`src/rtl/sram_fifo_ctrl_pkg.sv`:
```
// rtl/sram_fifo_ctrl_pkg.sv - default sizing for the PSX byte FIFO
//
// Purpose : shared defaults for sram_fifo_ctrl and a pointer helper.
// Ports   : none (package).
package sram_fifo_ctrl_pkg;

    localparam int DEF_DATA_BITS   = 8;
    localparam int DEF_ADDR_BITS   = 4;
    localparam int DEF_ALMOST_FULL = 12;

    // Occupancy from two wrap-bit pointers; modulo arithmetic falls out of
    // the fixed operand width, so no special case is needed at roll-over.
    function automatic logic [DEF_ADDR_BITS:0] occupancy(
        input logic [DEF_ADDR_BITS:0] wr,
        input logic [DEF_ADDR_BITS:0] rd
    );
        return wr - rd;
    endfunction

endpackage

```
`src/rtl/sram_fifo_ctrl_fifo_pointer.sv`:
```
// rtl/sram_fifo_ctrl_fifo_pointer.sv - wrapping FIFO pointer with clear and increment
//
// Purpose : BITS-wide counter used for both the write and read pointers.
// Ports   : clk_i    clock
//           rst_ni   asynchronous active-low reset
//           clr_i    synchronous clear, wins over inc_i
//           inc_i    advance by one at the clock edge
//           ptr_o    current pointer value
//           nxt_o    value the pointer takes at the next edge
module fifo_pointer #(
    parameter int BITS = 5
) (
    input  logic            clk_i,
    input  logic            rst_ni,
    input  logic            clr_i,
    input  logic            inc_i,
    output logic [BITS-1:0] ptr_o,
    output logic [BITS-1:0] nxt_o
);

    logic [BITS-1:0] ptr_q;
    logic [BITS-1:0] ptr_d;

    always_comb begin
        ptr_d = ptr_q;
        if (clr_i) begin
            ptr_d = '0;
        end else if (inc_i) begin
            ptr_d = ptr_q + BITS'(1);
        end
    end

    always_ff @(posedge clk_i or negedge rst_ni) begin
        if (!rst_ni) begin
            ptr_q <= '0;
        end else begin
            ptr_q <= ptr_d;
        end
    end

    assign ptr_o = ptr_q;
    assign nxt_o = ptr_d;

endmodule

```
`src/rtl/sram_fifo_ctrl.sv`:
```
// rtl/sram_fifo_ctrl.sv - first-word-fall-through FIFO sequencer around an external dual-port SRAM
//
// Purpose : owns pointers, occupancy and both handshakes; the SRAM (async read)
//           lives outside and is driven through the ram_* ports.
// Ports   : clk, reset (async active-low), flush (sync clear)
//           in_data/in_valid/in_ready      producer side
//           out_data/out_valid/out_ready   consumer side (out_data = ram_read_data)
//           count, almost_full             status (almost_full registered)
//           ram_write_en/addr/data, ram_read_addr, ram_read_data  SRAM side
module sram_fifo_ctrl
    import sram_fifo_ctrl_pkg::*;
#(
    parameter int DATA_BITS   = DEF_DATA_BITS,
    parameter int ADDR_BITS   = DEF_ADDR_BITS,
    parameter int ALMOST_FULL = DEF_ALMOST_FULL
) (
    input  logic                 clk,
    input  logic                 reset,
    input  logic                 flush,
    input  logic [DATA_BITS-1:0] in_data,
    input  logic                 in_valid,
    output logic                 in_ready,
    output logic [DATA_BITS-1:0] out_data,
    output logic                 out_valid,
    input  logic                 out_ready,
    output logic [ADDR_BITS:0]   count,
    output logic                 almost_full,
    output logic                 ram_write_en,
    output logic [ADDR_BITS-1:0] ram_write_addr,
    output logic [DATA_BITS-1:0] ram_write_data,
    output logic [ADDR_BITS-1:0] ram_read_addr,
    input  logic [DATA_BITS-1:0] ram_read_data
);

    localparam int PW = ADDR_BITS + 1;

    logic [PW-1:0] wr_ptr;
    logic [PW-1:0] rd_ptr;
    logic [PW-1:0] wr_ptr_d;
    logic [PW-1:0] rd_ptr_d;
    logic [PW-1:0] count_d;
    logic          full;
    logic          empty;
    logic          push;
    logic          pop;
    logic          almost_full_q;

    fifo_pointer #(.BITS(PW)) u_wr_ptr (
        .clk_i  (clk),
        .rst_ni (reset),
        .clr_i  (flush),
        .inc_i  (push),
        .ptr_o  (wr_ptr),
        .nxt_o  (wr_ptr_d)
    );

    fifo_pointer #(.BITS(PW)) u_rd_ptr (
        .clk_i  (clk),
        .rst_ni (reset),
        .clr_i  (flush),
        .inc_i  (pop),
        .ptr_o  (rd_ptr),
        .nxt_o  (rd_ptr_d)
    );

    assign empty = (wr_ptr == rd_ptr);
    assign full  = (wr_ptr[ADDR_BITS] != rd_ptr[ADDR_BITS]) &&
                   (wr_ptr[ADDR_BITS-1:0] == rd_ptr[ADDR_BITS-1:0]);

    // Status comes only from registered pointers, so a same-cycle pop never
    // opens in_ready and a same-cycle push never raises out_valid.
    assign in_ready  = ~full & ~flush;
    assign out_valid = ~empty & ~flush;
    assign push      = in_valid & in_ready;
    assign pop       = out_valid & out_ready;

    assign count   = wr_ptr - rd_ptr;
    assign count_d = wr_ptr_d - rd_ptr_d;

    assign ram_write_en   = push;
    assign ram_write_addr = wr_ptr[ADDR_BITS-1:0];
    assign ram_write_data = in_data;
    assign ram_read_addr  = rd_ptr[ADDR_BITS-1:0];
    assign out_data       = ram_read_data;

    // Computed from next-state occupancy so the flag lands on the same edge
    // as the count it describes.
    always_ff @(posedge clk or negedge reset) begin
        if (!reset) begin
            almost_full_q <= 1'b0;
        end else begin
            almost_full_q <= (count_d >= PW'(ALMOST_FULL));
        end
    end

    assign almost_full = almost_full_q;

endmodule

```
`config.mk`:
```
export PLATFORM = sky130hd
export DESIGN_NAME = sram_fifo_ctrl
export DESIGN_NICKNAME = d
export VERILOG_FILES = /design/src/rtl/sram_fifo_ctrl_pkg.sv /design/src/rtl/sram_fifo_ctrl_fifo_pointer.sv /design/src/rtl/sram_fifo_ctrl.sv
export SDC_FILE = /design/constraint.sdc
export NUM_CORES = 1
export LEC_CHECK = 0
export BUFFER_PORTS_ARGS = -buffer_cell sky130_fd_sc_hd__clkbuf_2
export CORE_MARGIN = 4
export CORE_UTILIZATION = 46
export CTS_CLUSTER_SIZE = 8
export DETAILED_ROUTE_END_ITERATION = 16
export GPL_TIMING_DRIVEN = 0
export HOLD_SLACK_MARGIN = 0.03
export PLACE_DENSITY_LB_ADDON = 0.25
export SYNTH_ARGS = -nofsm -noshare
export SYNTH_HDL_FRONTEND = slang
export SYNTH_SLANG_ARGS = --single-unit
```
`constraint.sdc`:
```
create_clock -name clk -period 6.35 [get_ports clk]
set_input_delay 1.27 -clock clk [delete_from_list [all_inputs] [get_ports clk]]
set_output_delay 1.27 -clock clk [all_outputs]
set_load 0.01 [all_outputs]
```
==> out/metrics.csv <==
stage,metric,value,unit
place,place_inst,186,
setup_path,worstSetupEndpointType,flop,
setup_path,required,6500,ps
sta,maxSlewViolCount,0,
setup_path,cp-start-kind,primary input,
place,pre_cts_ws,2810,ps
drt,drtIter0Drc,10,
place,globalplace.congestion,0.830,
clocking,worstSkewPairLatency,260,ps
sta,finalHoldViolCount,0,
clocking,cts_tree,yes,
die,start_util,48.3,%
global_routing,grt_pass1_vias,944,
place,dpl.hpwl,1980,um
global_routing,grtUsageMet2,28.7,%
drt,drt_pre_antenna_iters,4,
die,die-area,3130,um^2
worst_hold_path,hold_path_class,reg -> reg,
global_routing,antenna_found_initial,0,
sta,finalSetupTns,0,ps
yosys,muxShareOfSynthArea,0.947,%
sta,setup_violations,0,
sta,min_period,3270,ps
die,die_w,55.9,um
power,peakVddDrop,0.0000718,V
drt,drt_wl_total,2210,um
clocking,post_cts_resized,0,
global_routing,met1_usage,17.3,%
outcome,status,finished clean,
clocking,cts_setup_buffers,0,
power,p_leak,0.709,nW
sta,tightest_slew,397,ps
sta,skew,4.38,ps
drt,wire_per_inst,11.6,um
cells_and_area,instances_no_fill,190,
yosys,ys.warnings.count,0,
cells_and_area,antenna_cells,0,
sta,fmax,306,MHz
clocking,cts_root_buf,clkbuf_4,
global_routing,track_usage,15.3,%
yosys,synth_top_family_by_area,buffers and inverters,
worst_hold_path,holdPathStages,2,
die,core-area,2190,um^2
yosys,netlist_instances,121,
setup_path,worstPathMaxFanout,7,
job,drv_cap,0,
clocking,cts_hold_buf,0,
global_routing,grt_pass1_wl,3910,um
clocking,cts_buffers,3,
yosys,synth-seq-area-share,26.0,%
clocking,clkSinkCount,11,
cells_and_area,syn2layout_area_growth,23.3,%
sta,fin_crit_sh,51.5,%
setup_path,crit_start,flush,
yosys,synth_compound_area_share,9.35,%
drt,drc,0,
die,dieHeight,55.9,um
yosys,synth_area,1060,um^2
clocking,clk_pin_slew,60,ps
global_routing,busiest_layer,met2,
worst_hold_path,min_from,u_wr_ptr.ptr_o[3],
clocking,ctsHtreeMaxLevel,1,
drt,antenna_left,0,
clocking,clockBufferDepth,2,
setup_path,path_class,in -> reg,
sta,fin_ws,3080,ps
global_routing,overflow,0,
place,portBuffers,37,
yosys,synthSimpleGateAreaFrac,12.9,%
setup_path,r2r_start,u_wr_ptr.ptr_o[2],
global_routing,use_met3,2.55,%
yosys,ys_ff_latch,11,
setup_path,crit_arrival,3420,ps
drt,via_count,906,
yosys,syn_nets,154,
global_routing,grt_max_degree,12,
cells_and_area,layout-drive-gt1-share,43.2,%
die,ios,54,
place,post_dp_cell_area,1280,um^2
sta,relSlewSlack,72.7,%
setup_path,r2r_cells,13,
setup_path,rrSetupSlack,3090,ps
yosys,yosysUniqueCellTypes,24,
cells_and_area,final_nets,196,
yosys,synth_fa_ha_area_share,15.6,%
yosys,synth.avg_cell_area,8.74,um^2
drt,via_per_inst,4.77,
sta,rsz0062_at_grt,false,
die,rows,17,
cells_and_area,design_area,1300,um^2
power,pwr_density_cell,135,nW/um^2
yosys,synth_xor_area_share,13.1,%
final timing paths:
| check | end |
|---|---|
| hold reg to reg | u_wr_ptr.ptr_o[3] |
| hold / removal | u_wr_ptr.ptr_o[3] |
| max in group asynchronous | u_rd_ptr.ptr_o[0] |
| min in group asynchronous | almost_full |
| setup reg to reg | almost_full |
| setup / recovery | almost_full |
registers in the layout, summed over array words and instances (netlist names):
| signal | flops |
|---|---|
| u_rd_ptr.ptr_o | 5 |
| u_wr_ptr.ptr_o | 5 |
| almost_full | 1 |
kinds of logic (layout without fill, tap and decap cells):
| group | Yosys count | in the layout |
|---|---|---|
| XOR/XNOR | 15 | 15 |
| multiplexers | 1 | 1 |
| adder cells (fa/ha/maj) | 12 | 12 |
| buffers and inverters | 38 | 79 |
| AND/OR/NAND/NOR | 27 | 27 |
| AO/OA/AOI/OAI | 17 | 17 |
| flip-flops | 11 | 11 |
cell usage in the layout (no fill, tap or decap):
cell | netlist | layout
clkbuf_2 | 0 | 37
buf_4 | 24 | 24
inv_1 | 13 | 13
xnor2_1 | 13 | 13
dfrtp_1 | 11 | 11
a21oi_1 | 10 | 10
ha_1 | 10 | 10
nor2_1 | 8 | 8
nand2_1 | 6 | 6
a21o_1 | 3 | 3
nand4_1 | 3 | 3
or2_2 | 3 | 3
clkbuf_4 | 0 | 3
clkbuf_1 | 1 | 2
nand3_1 | 2 | 2
o21ai_0 | 2 | 2
or3_1 | 2 | 2
fa_1 | 2 | 2
and4_2 | 1 | 1
mux2i_1 | 1 | 1
xor2_2 | 1 | 1
and2_1 | 1 | 1
a21oi_2 | 1 | 1
a211oi_1 | 1 | 1
xor2_1 | 1 | 1
nor3b_1 | 1 | 1
through the flow:
| stage | hold WS (ps) | utilization (%) | total power, W |
|---|---|---|---|
| 4_1_cts | 655 | 59.5 | 0.000178 |
| 2_1_floorplan | 586 | - | 0.000113 |
| 3_5_place_dp | 645 | 58.3 | 0.000134 |
| 6_report | 654 | 59.5 | 0.000177 |
| 5_1_grt | 711 | 59.5 | 0.000189 |
| 3_3_place_gp | 639 | 58.3 | 0.000132 |
final cells by class:
type | instances | area [um^2]
plain buffers | 25 | 184
clock buffers | 4 | 26.3
fillers | 198 | 887
inverters | 13 | 48.8
multi-input cells | 72 | 549
flip-flops and latches | 11 | 275
well taps | 28 | 35.0
repair buffers | 37 | 185
Yosys cell counts:
cell type,instances,share of area [%]
o21ai_0,2,0.95
a21oi_2,1,0.83
fa_1,2,3.8
xor2_2,1,1.5
a21o_1,3,2.1
nand4_1,3,1.8
mux2i_1,1,0.95
or2_2,3,1.8
and4_2,1,0.95
a211oi_1,1,0.71
buf_4,24,17
nor2_1,8,2.8
xor2_1,1,0.83
inv_1,13,4.6
ha_1,10,12
clkbuf_1,1,0.35
and2_1,1,0.59
nor3b_1,1,0.71
a21oi_1,10,4.7
nand2_1,6,2.1
or3_1,2,1.2
dfrtp_1,11,26
xnor2_1,13,11
nand3_1,2,0.95
critical path: stages:
cell and delay [ps]:
clkbuf_2 140, a21oi_1 270, and2_1 230, nand2_1 80, xnor2_1 150, or2_2 300, ha_1 240, a211oi_1 260
xor2_1 180, nor3b_1 70, a21oi_1 130, nand3_1 80
per-layer routing:
layer / share of wire [%] / wire length [um]
met4: 1.2 / 27
met1: 37 / 818
met2: 54 / 1190
met5: 0 / 0
met3: 8.0 / 176
power breakdown:
group | switching, W | internal (W)
Clock | 0.0000206 | 0.0000243
Sequential | 0.00000253 | 0.0000722
Combinational | 0.0000288 | 0.0000282
Power figures use the tool's default switching activity.
